`src/rtl/parking_spot_allocator_pkg.sv`:
```
// Shared constants for the parking spot allocator:
// spot count, index widths, gate timing and entry FSM encodings.
package parking_spot_allocator_pkg;

    localparam int N_SPOTS     = 8;
    localparam int GATE_CYCLES = 4;
    localparam int SPOT_W      = 3;
    localparam int CNT_W       = SPOT_W + 1;
    localparam int GCNT_W      =
        (GATE_CYCLES > 1) ? $clog2(GATE_CYCLES) : 1;

    localparam logic [1:0] E_IDLE = 2'd0;
    localparam logic [1:0] E_GATE = 2'd1;
    localparam logic [1:0] E_WAIT = 2'd2;

endpackage

```
`src/rtl/parking_spot_allocator_if.sv`:
```
// Gate-side bus of the allocator.
// master: sensors/bench (drive requests); slave: allocator.
interface parking_spot_allocator_if;
    import parking_spot_allocator_pkg::*;

    logic              entry_req;
    logic              entry_ack;
    logic [SPOT_W-1:0] entry_spot;
    logic              entry_full;
    logic              gate_open;
    logic              exit_req;
    logic [SPOT_W-1:0] exit_spot;
    logic              exit_ack;
    logic              exit_err;
    logic [N_SPOTS-1:0] spot_vec;
    logic [CNT_W-1:0]  free_cnt;

    modport master (
        output entry_req, exit_req, exit_spot,
        input  entry_ack, entry_spot, entry_full,
        input  gate_open, exit_ack, exit_err,
        input  spot_vec, free_cnt
    );

    modport slave (
        input  entry_req, exit_req, exit_spot,
        output entry_ack, entry_spot, entry_full,
        output gate_open, exit_ack, exit_err,
        output spot_vec, free_cnt
    );

endinterface

```
`src/rtl/parking_spot_allocator_lowest_free_encoder.sv`:
```
// Combinational priority encoder: index of lowest set bit.
// Ports: vec_i (1=free), idx_o (lowest free), any_free_o.
module lowest_free_encoder
    import parking_spot_allocator_pkg::*;
(
    input  logic [N_SPOTS-1:0] vec_i,
    output logic [SPOT_W-1:0]  idx_o,
    output logic               any_free_o
);

    // Scan downwards so the last hit is the lowest index.
    always_comb begin
        idx_o      = '0;
        any_free_o = 1'b0;
        for (int i = N_SPOTS - 1; i >= 0; i--) begin
            if (vec_i[i]) begin
                idx_o      = SPOT_W'(i);
                any_free_o = 1'b1;
            end
        end
    end

endmodule

```
`src/rtl/parking_spot_allocator.sv`:
```
// Owns the spot occupancy vector; grants lowest free spot
// on entry, releases spots on exit, drives the entry gate.
// Ports: clk, rst_n (sync, active low), bus (slave modport).
module parking_spot_allocator
    import parking_spot_allocator_pkg::*;
(
    input  logic clk,
    input  logic rst_n,
    parking_spot_allocator_if.slave bus
);

    logic [1:0]         state_q, state_d;
    logic [GCNT_W-1:0]  gate_cnt_q, gate_cnt_d;
    logic               gate_open_q, gate_open_d;
    logic [N_SPOTS-1:0] spot_vec_q, spot_vec_d;
    logic [CNT_W-1:0]   free_cnt_q, free_cnt_d;
    logic [SPOT_W-1:0]  entry_spot_q, entry_spot_d;
    logic               entry_ack_q, entry_full_q;
    logic               exit_ack_q, exit_err_q;

    logic [SPOT_W-1:0]  low_idx;
    logic               any_free;
    logic               grant, reject;
    logic               exit_in_range, exit_ok;

    lowest_free_encoder u_enc (
        .vec_i      (spot_vec_q),
        .idx_o      (low_idx),
        .any_free_o (any_free)
    );

    assign grant  = (state_q == E_IDLE) & bus.entry_req
                  & any_free;
    assign reject = (state_q == E_IDLE) & bus.entry_req
                  & ~any_free;

    assign exit_in_range =
        ({1'b0, bus.exit_spot} < CNT_W'(N_SPOTS));
    // Only an occupied, existing spot can be released.
    assign exit_ok = bus.exit_req & exit_in_range
                   & ~spot_vec_q[bus.exit_spot];

    always_comb begin
        state_d      = state_q;
        gate_cnt_d   = gate_cnt_q;
        gate_open_d  = gate_open_q;
        entry_spot_d = entry_spot_q;
        case (state_q)
            E_IDLE: begin
                if (grant) begin
                    state_d      = E_GATE;
                    gate_cnt_d   = GCNT_W'(GATE_CYCLES - 1);
                    gate_open_d  = 1'b1;
                    entry_spot_d = low_idx;
                end else if (reject) begin
                    state_d = E_WAIT;
                end
            end
            E_GATE: begin
                if (gate_cnt_q == '0) begin
                    gate_open_d = 1'b0;
                    state_d     = E_WAIT;
                end else begin
                    gate_cnt_d = gate_cnt_q - 1'b1;
                end
            end
            E_WAIT: begin
                if (!bus.entry_req) begin
                    state_d = E_IDLE;
                end
            end
            default: begin
                state_d     = E_IDLE;
                gate_open_d = 1'b0;
            end
        endcase
    end

    // Grant picks from the pre-exit vector; the two bit
    // updates never touch the same spot (free vs occupied).
    always_comb begin
        spot_vec_d = spot_vec_q;
        if (grant) begin
            spot_vec_d[low_idx] = 1'b0;
        end
        if (exit_ok) begin
            spot_vec_d[bus.exit_spot] = 1'b1;
        end
    end

    always_comb begin
        free_cnt_d = free_cnt_q;
        unique case (1'b1)
            grant & ~exit_ok: free_cnt_d = free_cnt_q - 1'b1;
            exit_ok & ~grant: free_cnt_d = free_cnt_q + 1'b1;
            default:          free_cnt_d = free_cnt_q;
        endcase
    end

    always_ff @(posedge clk) begin
        if (!rst_n) begin
            state_q      <= E_IDLE;
            gate_cnt_q   <= '0;
            gate_open_q  <= 1'b0;
            spot_vec_q   <= '1;
            free_cnt_q   <= CNT_W'(N_SPOTS);
            entry_spot_q <= '0;
            entry_ack_q  <= 1'b0;
            entry_full_q <= 1'b0;
            exit_ack_q   <= 1'b0;
            exit_err_q   <= 1'b0;
        end else begin
            state_q      <= state_d;
            gate_cnt_q   <= gate_cnt_d;
            gate_open_q  <= gate_open_d;
            spot_vec_q   <= spot_vec_d;
            free_cnt_q   <= free_cnt_d;
            entry_spot_q <= entry_spot_d;
            entry_ack_q  <= grant;
            entry_full_q <= reject;
            exit_ack_q   <= exit_ok;
            exit_err_q   <= bus.exit_req & ~exit_ok;
        end
    end

    assign bus.entry_ack  = entry_ack_q;
    assign bus.entry_spot = entry_spot_q;
    assign bus.entry_full = entry_full_q;
    assign bus.gate_open  = gate_open_q;
    assign bus.exit_ack   = exit_ack_q;
    assign bus.exit_err   = exit_err_q;
    assign bus.spot_vec   = spot_vec_q;
    assign bus.free_cnt   = free_cnt_q;

endmodule
```
`src/flat_wrapper.sv`:
```
// flat-port wrapper written by rule: the top's interface ports become plain ports
module parking_spot_allocator_flat import parking_spot_allocator_pkg::*;
  (clk, rst_n, bus_entry_req, bus_exit_req, bus_exit_spot, bus_entry_ack, bus_entry_spot, bus_entry_full, bus_gate_open, bus_exit_ack, bus_exit_err, bus_spot_vec, bus_free_cnt);
  parking_spot_allocator_if bus_i ();
  input  logic clk;
  input  logic rst_n;
  input wire logic [$bits(bus_i.entry_req)-1:0] bus_entry_req;
  input wire logic [$bits(bus_i.exit_req)-1:0] bus_exit_req;
  input wire logic [$bits(bus_i.exit_spot)-1:0] bus_exit_spot;
  output wire logic [$bits(bus_i.entry_ack)-1:0] bus_entry_ack;
  output wire logic [$bits(bus_i.entry_spot)-1:0] bus_entry_spot;
  output wire logic [$bits(bus_i.entry_full)-1:0] bus_entry_full;
  output wire logic [$bits(bus_i.gate_open)-1:0] bus_gate_open;
  output wire logic [$bits(bus_i.exit_ack)-1:0] bus_exit_ack;
  output wire logic [$bits(bus_i.exit_err)-1:0] bus_exit_err;
  output wire logic [$bits(bus_i.spot_vec)-1:0] bus_spot_vec;
  output wire logic [$bits(bus_i.free_cnt)-1:0] bus_free_cnt;
  assign bus_i.entry_req = bus_entry_req;
  assign bus_i.exit_req = bus_exit_req;
  assign bus_i.exit_spot = bus_exit_spot;
  assign bus_entry_ack = bus_i.entry_ack;
  assign bus_entry_spot = bus_i.entry_spot;
  assign bus_entry_full = bus_i.entry_full;
  assign bus_gate_open = bus_i.gate_open;
  assign bus_exit_ack = bus_i.exit_ack;
  assign bus_exit_err = bus_i.exit_err;
  assign bus_spot_vec = bus_i.spot_vec;
  assign bus_free_cnt = bus_i.free_cnt;
  parking_spot_allocator u_core (.clk(clk), .rst_n(rst_n), .bus(bus_i));
endmodule
```
`config.mk`:
```
export PLATFORM = sky130hd
export DESIGN_NAME = parking_spot_allocator_flat
export DESIGN_NICKNAME = d
export VERILOG_FILES = /design/src/rtl/parking_spot_allocator_pkg.sv /design/src/rtl/parking_spot_allocator_if.sv /design/src/rtl/parking_spot_allocator_lowest_free_encoder.sv /design/src/rtl/parking_spot_allocator.sv /design/src/flat_wrapper.sv
export SDC_FILE = /design/constraint.sdc
export NUM_CORES = 1
export LEC_CHECK = 0
export CAP_MARGIN = 0
export CORE_MARGIN = 2
export CORE_UTILIZATION = 53
export CTS_CLUSTER_SIZE = 8
export DETAILED_ROUTE_END_ITERATION = 12
export MAX_ROUTING_LAYER = met4
export PLACE_DENSITY = 0.8
export SLEW_MARGIN = 30
export SYNTH_ARGS = -nofsm -noshare
export SYNTH_HDL_FRONTEND = slang
export SYNTH_HIERARCHICAL = 1
export SYNTH_SLANG_ARGS = --single-unit
```
`constraint.sdc`:
```
create_clock -name clk -period 5.33 [get_ports clk]
set_clock_uncertainty 0.2 [all_clocks]
set_input_delay 0.7995 -clock clk [delete_from_list [all_inputs] [get_ports clk]]
set_output_delay 0.7995 -clock clk [all_outputs]
set_load 0.005 [all_outputs]
```
==> results of run 1 <==
==> synth_stat cells, drive strengths merged <==
cell	count	share of area
a211oi	3	0.018
a21o	1	0.0061
a21oi	6	0.033
a221oi	1	0.0071
a31oi	1	0.0051
and2	2	0.010
and3	1	0.0051
and4bb	1	0.010
buf	4	0.028
clkbuf	3	0.0091
dfxtp	24	0.39
fa	1	0.016
ha	4	0.040
inv	7	0.021
mux2	1	0.0091
mux2i	5	0.040
nand2	10	0.034
nand2b	6	0.030
nand3	4	0.016
nand3b	1	0.0061
nor2	14	0.042
nor2b	3	0.015
nor3	2	0.0081
nor3b	3	0.022
nor4	3	0.020
o21ai	10	0.040
o21bai	1	0.0061
o311ai	6	0.042
o31ai	2	0.012
o32ai	1	0.0071
o41ai	1	0.0071
or2b	1	0.0061
or3b	1	0.0091
or4	2	0.012
xnor2	1	0.0071
xor2	1	0.0071
==> state kept, by name (all words and copies together), names as in the netlist <==
name	count
u_core/bus.entry_ack	1
u_core/bus.gate_open	1
u_core/gate_cnt_q	2
u_core/bus.exit_ack	1
u_core/bus.exit_err	1
u_core/bus.entry_spot	3
u_core/bus.spot_vec	8
u_core/state_q	2
u_core/bus.free_cnt	4
u_core/bus.entry_full	1
==> final cells by class <==
class | count | area (µm²) | share of cell area
clock buffers | 3 | 22.5 | 0.0146
inverters | 7 | 26.3 | 0.0170
clock inverters | 1 | 30.0 | 0.0194
flip-flops and latches | 24 | 480 | 0.311
multi-input cells | 100 | 692 | 0.447
well taps | 28 | 35.0 | 0.0227
repair buffers | 26 | 260 | 0.168
==> per-layer routing <==
layer,GRT usage,up-vias
li1,-,545
met1,0.309,525
met2,0.413,32
met3,0.0343,4
met4,0.0769,0
met5,-,-
==> final timing paths <==
check / from / end / slack [ps] / cells past startpoint
max: bus_exit_spot[1] / u_core/bus.free_cnt[3] / 1690 / 12
min: u_core/gate_cnt_q[0] / u_core/gate_cnt_q[0] / 290 / 1
max reg2reg: u_core/bus.spot_vec[5] / u_core/bus.free_cnt[3] / 2250 / 11
min reg2reg: u_core/gate_cnt_q[0] / u_core/gate_cnt_q[0] / 290 / 1
==> cell families after synthesis <==
kind of cell | count (synthesis) | share of synthesized area
and+or+nand+nor | 54 | 0.248
AOI/OAI and AO/OA | 33 | 0.185
DFF | 24 | 0.388
buffers and inverters | 14 | 0.0586
muxes | 6 | 0.0495
adders and majority gates | 5 | 0.0566
xor gates and xnor gates | 2 | 0.0142
==> per-stage QoR <==
step	util	cells	total power, mW
after detailed placement	0.672	185	0.336
after global placement	0.672	185	0.329
after global routing	0.699	189	0.492
after CTS	0.696	189	0.471
final	0.699	189	0.466
after floorplan	-	138	0.289
==> report_power, final <==
group	internal (mW)	switching (mW)
Sequential	0.196	0.0163
Combinational	0.0635	0.0563
Clock	0.0761	0.0583
==> placed cells by master, fill, tap and decap left out, drive strengths merged, types with 5 or more instances in the layout <==
cell / netlist / final
o21ai: 10 / 10
nand2: 10 / 10
a21oi: 6 / 6
clkdlybuf4s50: 0 / 26
dfxtp: 24 / 24
nand2b: 6 / 6
mux2i: 5 / 5
inv: 7 / 7
o311ai: 6 / 6
nor2: 14 / 14
==> impl_metrics.yaml, run 1 <==
pwr:
  worst_ir_drop_vdd_mv: 0.246
  power.density_nw_per_um2: 302
  leakage_nw: 0.583
detailed_routing:
  route.met3.wl_um: 134
  drc: 0
  met1Wirelength_mm: 1.27
  avgViaCountPerCell: 5.85
  via_count: 1106
  top_layer: "met4"
  wl_mm: 2.88
  first_pass_iters: 5
  ant_nets: 0
  wl_per_cell_um: 15.2
  drt_iter0_markers: 32
  wl_met2_mm: 1.45
worst_setup_path:
  cp_num_buf_inv: 2
  critical_path_class: "primary input to flip-flop"
  worstPathRequired_ps: 5360
  critical_path_peak_fanout: 9
  cpMostUsedCell: "ha_1"
  cpPeakStageDelay_ps: 670
  start_kind: "primary input"
  cp_top_family: "compound AO/OA/AOI/OAI gates"
  arrival_ps: 3670
  crit_path_top_delay_cell: "clkdlybuf4s50_1"
  crit_path_cell_trace: "clkdlybuf4s50_1, mux2i_1, o32ai_1, nor3b_2, and2_1, ha_1, inv_1, ha_1, a21oi_1, a211oi_1, a31oi_1, mux2_1"
  endpoint_kind: "flip-flop"
timing:
  worst_pin_slew_ps: 741
  fin_hold_ws_ps: 289
  tns_ps: 0
  maxSlewHeadroom: 0.503
  grt_setup_unrepaired: "no"
  finalCritPeriodShare: 0.682
  clock.fmax_mhz: 275
  min_period_ps: 3640
  setup_ws_ps: 1690
  final-setup-viol-count: 0
  hold_viol_final: 0
  maxSlewViolCount: 0
flow_run:
  maxCapViolations: 0
outcome:
  status: "complete, no violations"
placement:
  gp_congestion: 0.841
  hpwl_mm: 2.13
  post-place-ws_ps: 1370
  placed_area_um2: 1490
  portBuffers: 26
global_routing:
  grt_pass1_vias: 1024
  grt_pass1_wl_mm: 4.87
  track_usage: 0.247
  grt_max_degree: 15
  antenna_found_initial: 0
  grt-ovfl-total: 0
synth:
  ys_warn_count: 6
  syn_area_per_cell_um2: 8.97
  syn-num-nets: 150
  synth_seq_cells: 24
  seq_area_frac_synth: 0.388
  synthCells: 138
  netlist_area_um2: 1240
  synth_cell_types: 44
clock_network:
  clk_path_buf_depth: 2
  cts_made_buffers: 3
  clock_latency_ps: 320
  root_buffer: "clkbuf_4"
  cts_max_level: 1
  clkSinkCount: 24
  post_cts_resized: 0
  cts_setup_buffers: 0
  clk_pin_slew_ps: 140
  cts_tree: "done"
  holdBufCountCts: 0
final_layout:
  drive_gt1_frac: 0.0745
  fill_cells: 197
  area_growth_syn_to_layout_pct: 25.0
  diodes: 0
  nNetsFinal: 174
  fin_area_um2: 1550
floorplanning:
  dieHeight_um: 52.3
  fp.dieArea_um2: 2740
  die_w_um: 52.3
  core_area_um2: 2210
  start_util: 0.559
  rows: 17
  num_io_pins: 27
min_path:
  min_path_type: "flip-flop to flip-flop"
Power figures use the tool's default switching activity.
==> run 2: changes to the inputs <==
--- a/config.mk
+++ b/config.mk
@@ -7,11 +7,11 @@
 export LEC_CHECK = 0
 export CAP_MARGIN = 0
 export CORE_MARGIN = 2
-export CORE_UTILIZATION = 53
+export CORE_UTILIZATION = 49
 export CTS_CLUSTER_SIZE = 8
 export DETAILED_ROUTE_END_ITERATION = 12
 export MAX_ROUTING_LAYER = met4
-export PLACE_DENSITY = 0.8
+export PLACE_DENSITY = 0.75
 export SLEW_MARGIN = 30
 export SYNTH_ARGS = -nofsm -noshare
 export SYNTH_HDL_FRONTEND = slang
==> constraint.sdc (replaced) <==
create_clock -name clk -period 3.6 [get_ports clk]
set_clock_uncertainty 0.2 [all_clocks]
set_input_delay 0.54 -clock clk [delete_from_list [all_inputs] [get_ports clk]]
set_output_delay 0.54 -clock clk [all_outputs]
set_load 0.005 [all_outputs]
==> impl_metrics.yaml, run 2 (synthesis gave the netlist of run 1 again) <==
final_layout:
  final_common_cell: "clkdlybuf4s50_1"
  drive_gt1_frac: 0.0964
  final_cell_mix: "clkdlybuf4s50_1 (26), dfxtp_1 (24), nor2_1 (14)"
  area_growth_syn_to_layout_pct: 26.3
  largest_reg_flops: 8
  diodes: 0
  nNetsFinal: 179
pwr:
  power.density_nw_per_um2: 404
  leakage_nw: 0.595
  worst_ir_drop_vdd_mv: 0.278
  total_power_mw: 0.631
worst_setup_path:
  critical_path_class: "primary input to flip-flop"
  crit_start: "bus_exit_spot[2]"
  worstReg2RegStart: "u_core/bus.spot_vec[2]"
  endpoint_kind: "flip-flop"
  arrival_ps: 3390
  worstPathRequired_ps: 3600
  critical_path_peak_fanout: 7
  start_kind: "primary input"
timing:
  grt_setup_unrepaired: "no"
  clock.fmax_mhz: 296
  hold_viol_final: 0
  fin_hold_ws_ps: 288
  maxSlewViolCount: 0
  worst_pin_slew_ps: 894
  min_period_ps: 3380
  final-setup-viol-count: 0
  finalCritPeriodShare: 0.940
  maxSlewHeadroom: 0.396
floorplanning:
  dieHeight_um: 54.3
  start_util: 0.509
  num_io_pins: 27
  core_area_um2: 2430
  rows: 18
  die_w_um: 54.3
  fp.dieArea_um2: 2940
global_routing:
  antenna_found_initial: 0
  grt_pass1_vias: 1091
  grt-ovfl-total: 0
  grt_max_degree: 14
  track_usage: 0.225
  grt_pass1_wl_mm: 4.66
clock_network:
  post_cts_resized: 0
  holdBufCountCts: 0
  clock_latency_ps: 300
  cts_max_level: 1
  clk_pin_slew_ps: 120
  root_buffer: "clkbuf_4"
  clkSinkCount: 24
  cts_made_buffers: 3
  cts_setup_buffers: 0
  clk_path_buf_depth: 2
  cts_tree: "done"
min_path:
  min_path_type: "flip-flop to flip-flop"
  hp-start: "u_core/bus.entry_spot[2]"
placement:
  gp_congestion: 0.936
  hpwl_mm: 2.23
  portBuffers: 26
detailed_routing:
  via_count: 1112
  drt_iter0_markers: 16
  first_pass_iters: 4
  ant_nets: 0
  drc: 0
  wl_mm: 2.82
  wl_per_cell_um: 14.4
  avgViaCountPerCell: 5.67
flow_run:
  maxCapViolations: 0
outcome:
  status: "complete, no violations"
run 2: changes by cell type in the layout (fill, tap and decap cells not counted):
cell | previous run | this run
bufinv_16 | 1 | 0
clkbuf_8 | 0 | 1
buf_4 | 0 | 5
o41ai_1 | 0 | 1
o41ai_2 | 1 | 0
run 2: critical path, cell delays in order:
cell and delay, ps:
clkdlybuf4s50_1 500, buf_4 200, nor3b_1 250, o21ai_1 130, nor3b_2 180, and2_1 180
ha_1 200, inv_1 110, ha_1 270, a21oi_1 190, a211oi_1 110, a31oi_1 190
mux2_1 340
run 2: path summary, 6_finish.rpt:
kind | endpoint | cells after the start | slack (ps)
setup / recovery | u_core/bus.free_cnt[3] | 13 | 220
hold / removal | u_core/bus.entry_spot[2] | 2 | 290
hold reg to reg | u_core/bus.entry_spot[2] | 2 | 290
setup reg to reg | u_core/bus.free_cnt[3] | 11 | 600
run 2: routing by layer:
layer	track usage	wire (µm)	up-vias
met5	-	0	-
met4	0.0833	31	0
met3	0.0273	58	4
met2	0.382	1450	23
met1	0.273	1290	530
li1	-	-	555
run 2: report_power, final:
group / internal [mW] / switching [mW] / leakage [nW]
Sequential: 0.290 / 0.0225 / 0.197
Combinational: 0.0977 / 0.0831 / 0.378
Clock: 0.0616 / 0.0759 / 0.0210
run 2: cell type report:
class	count	area, µm²
Clock buffer	4	36.3
Fill cell	222	870
Inverter	7	26.3
Multi-Input combinational cell	100	684
Sequential cell	24	480
Tap cell	30	37.5
Timing Repair Buffer	31	298
run 2: stage by stage:
stage / setup WS (ps) / cell area, µm² / util / TNS, ps / std cells
2_1_floorplan: 579 / 1240 / - / 0 / 138
3_3_place_gp: 128 / 1530 / 0.628 / 0 / 192
3_5_place_dp: -69.8 / 1530 / 0.628 / -69.8 / 192
4_1_cts: 255 / 1560 / 0.642 / 0 / 196
5_1_grt: 114 / 1560 / 0.642 / 0 / 196
6_report: 217 / 1560 / 0.642 / 0 / 196
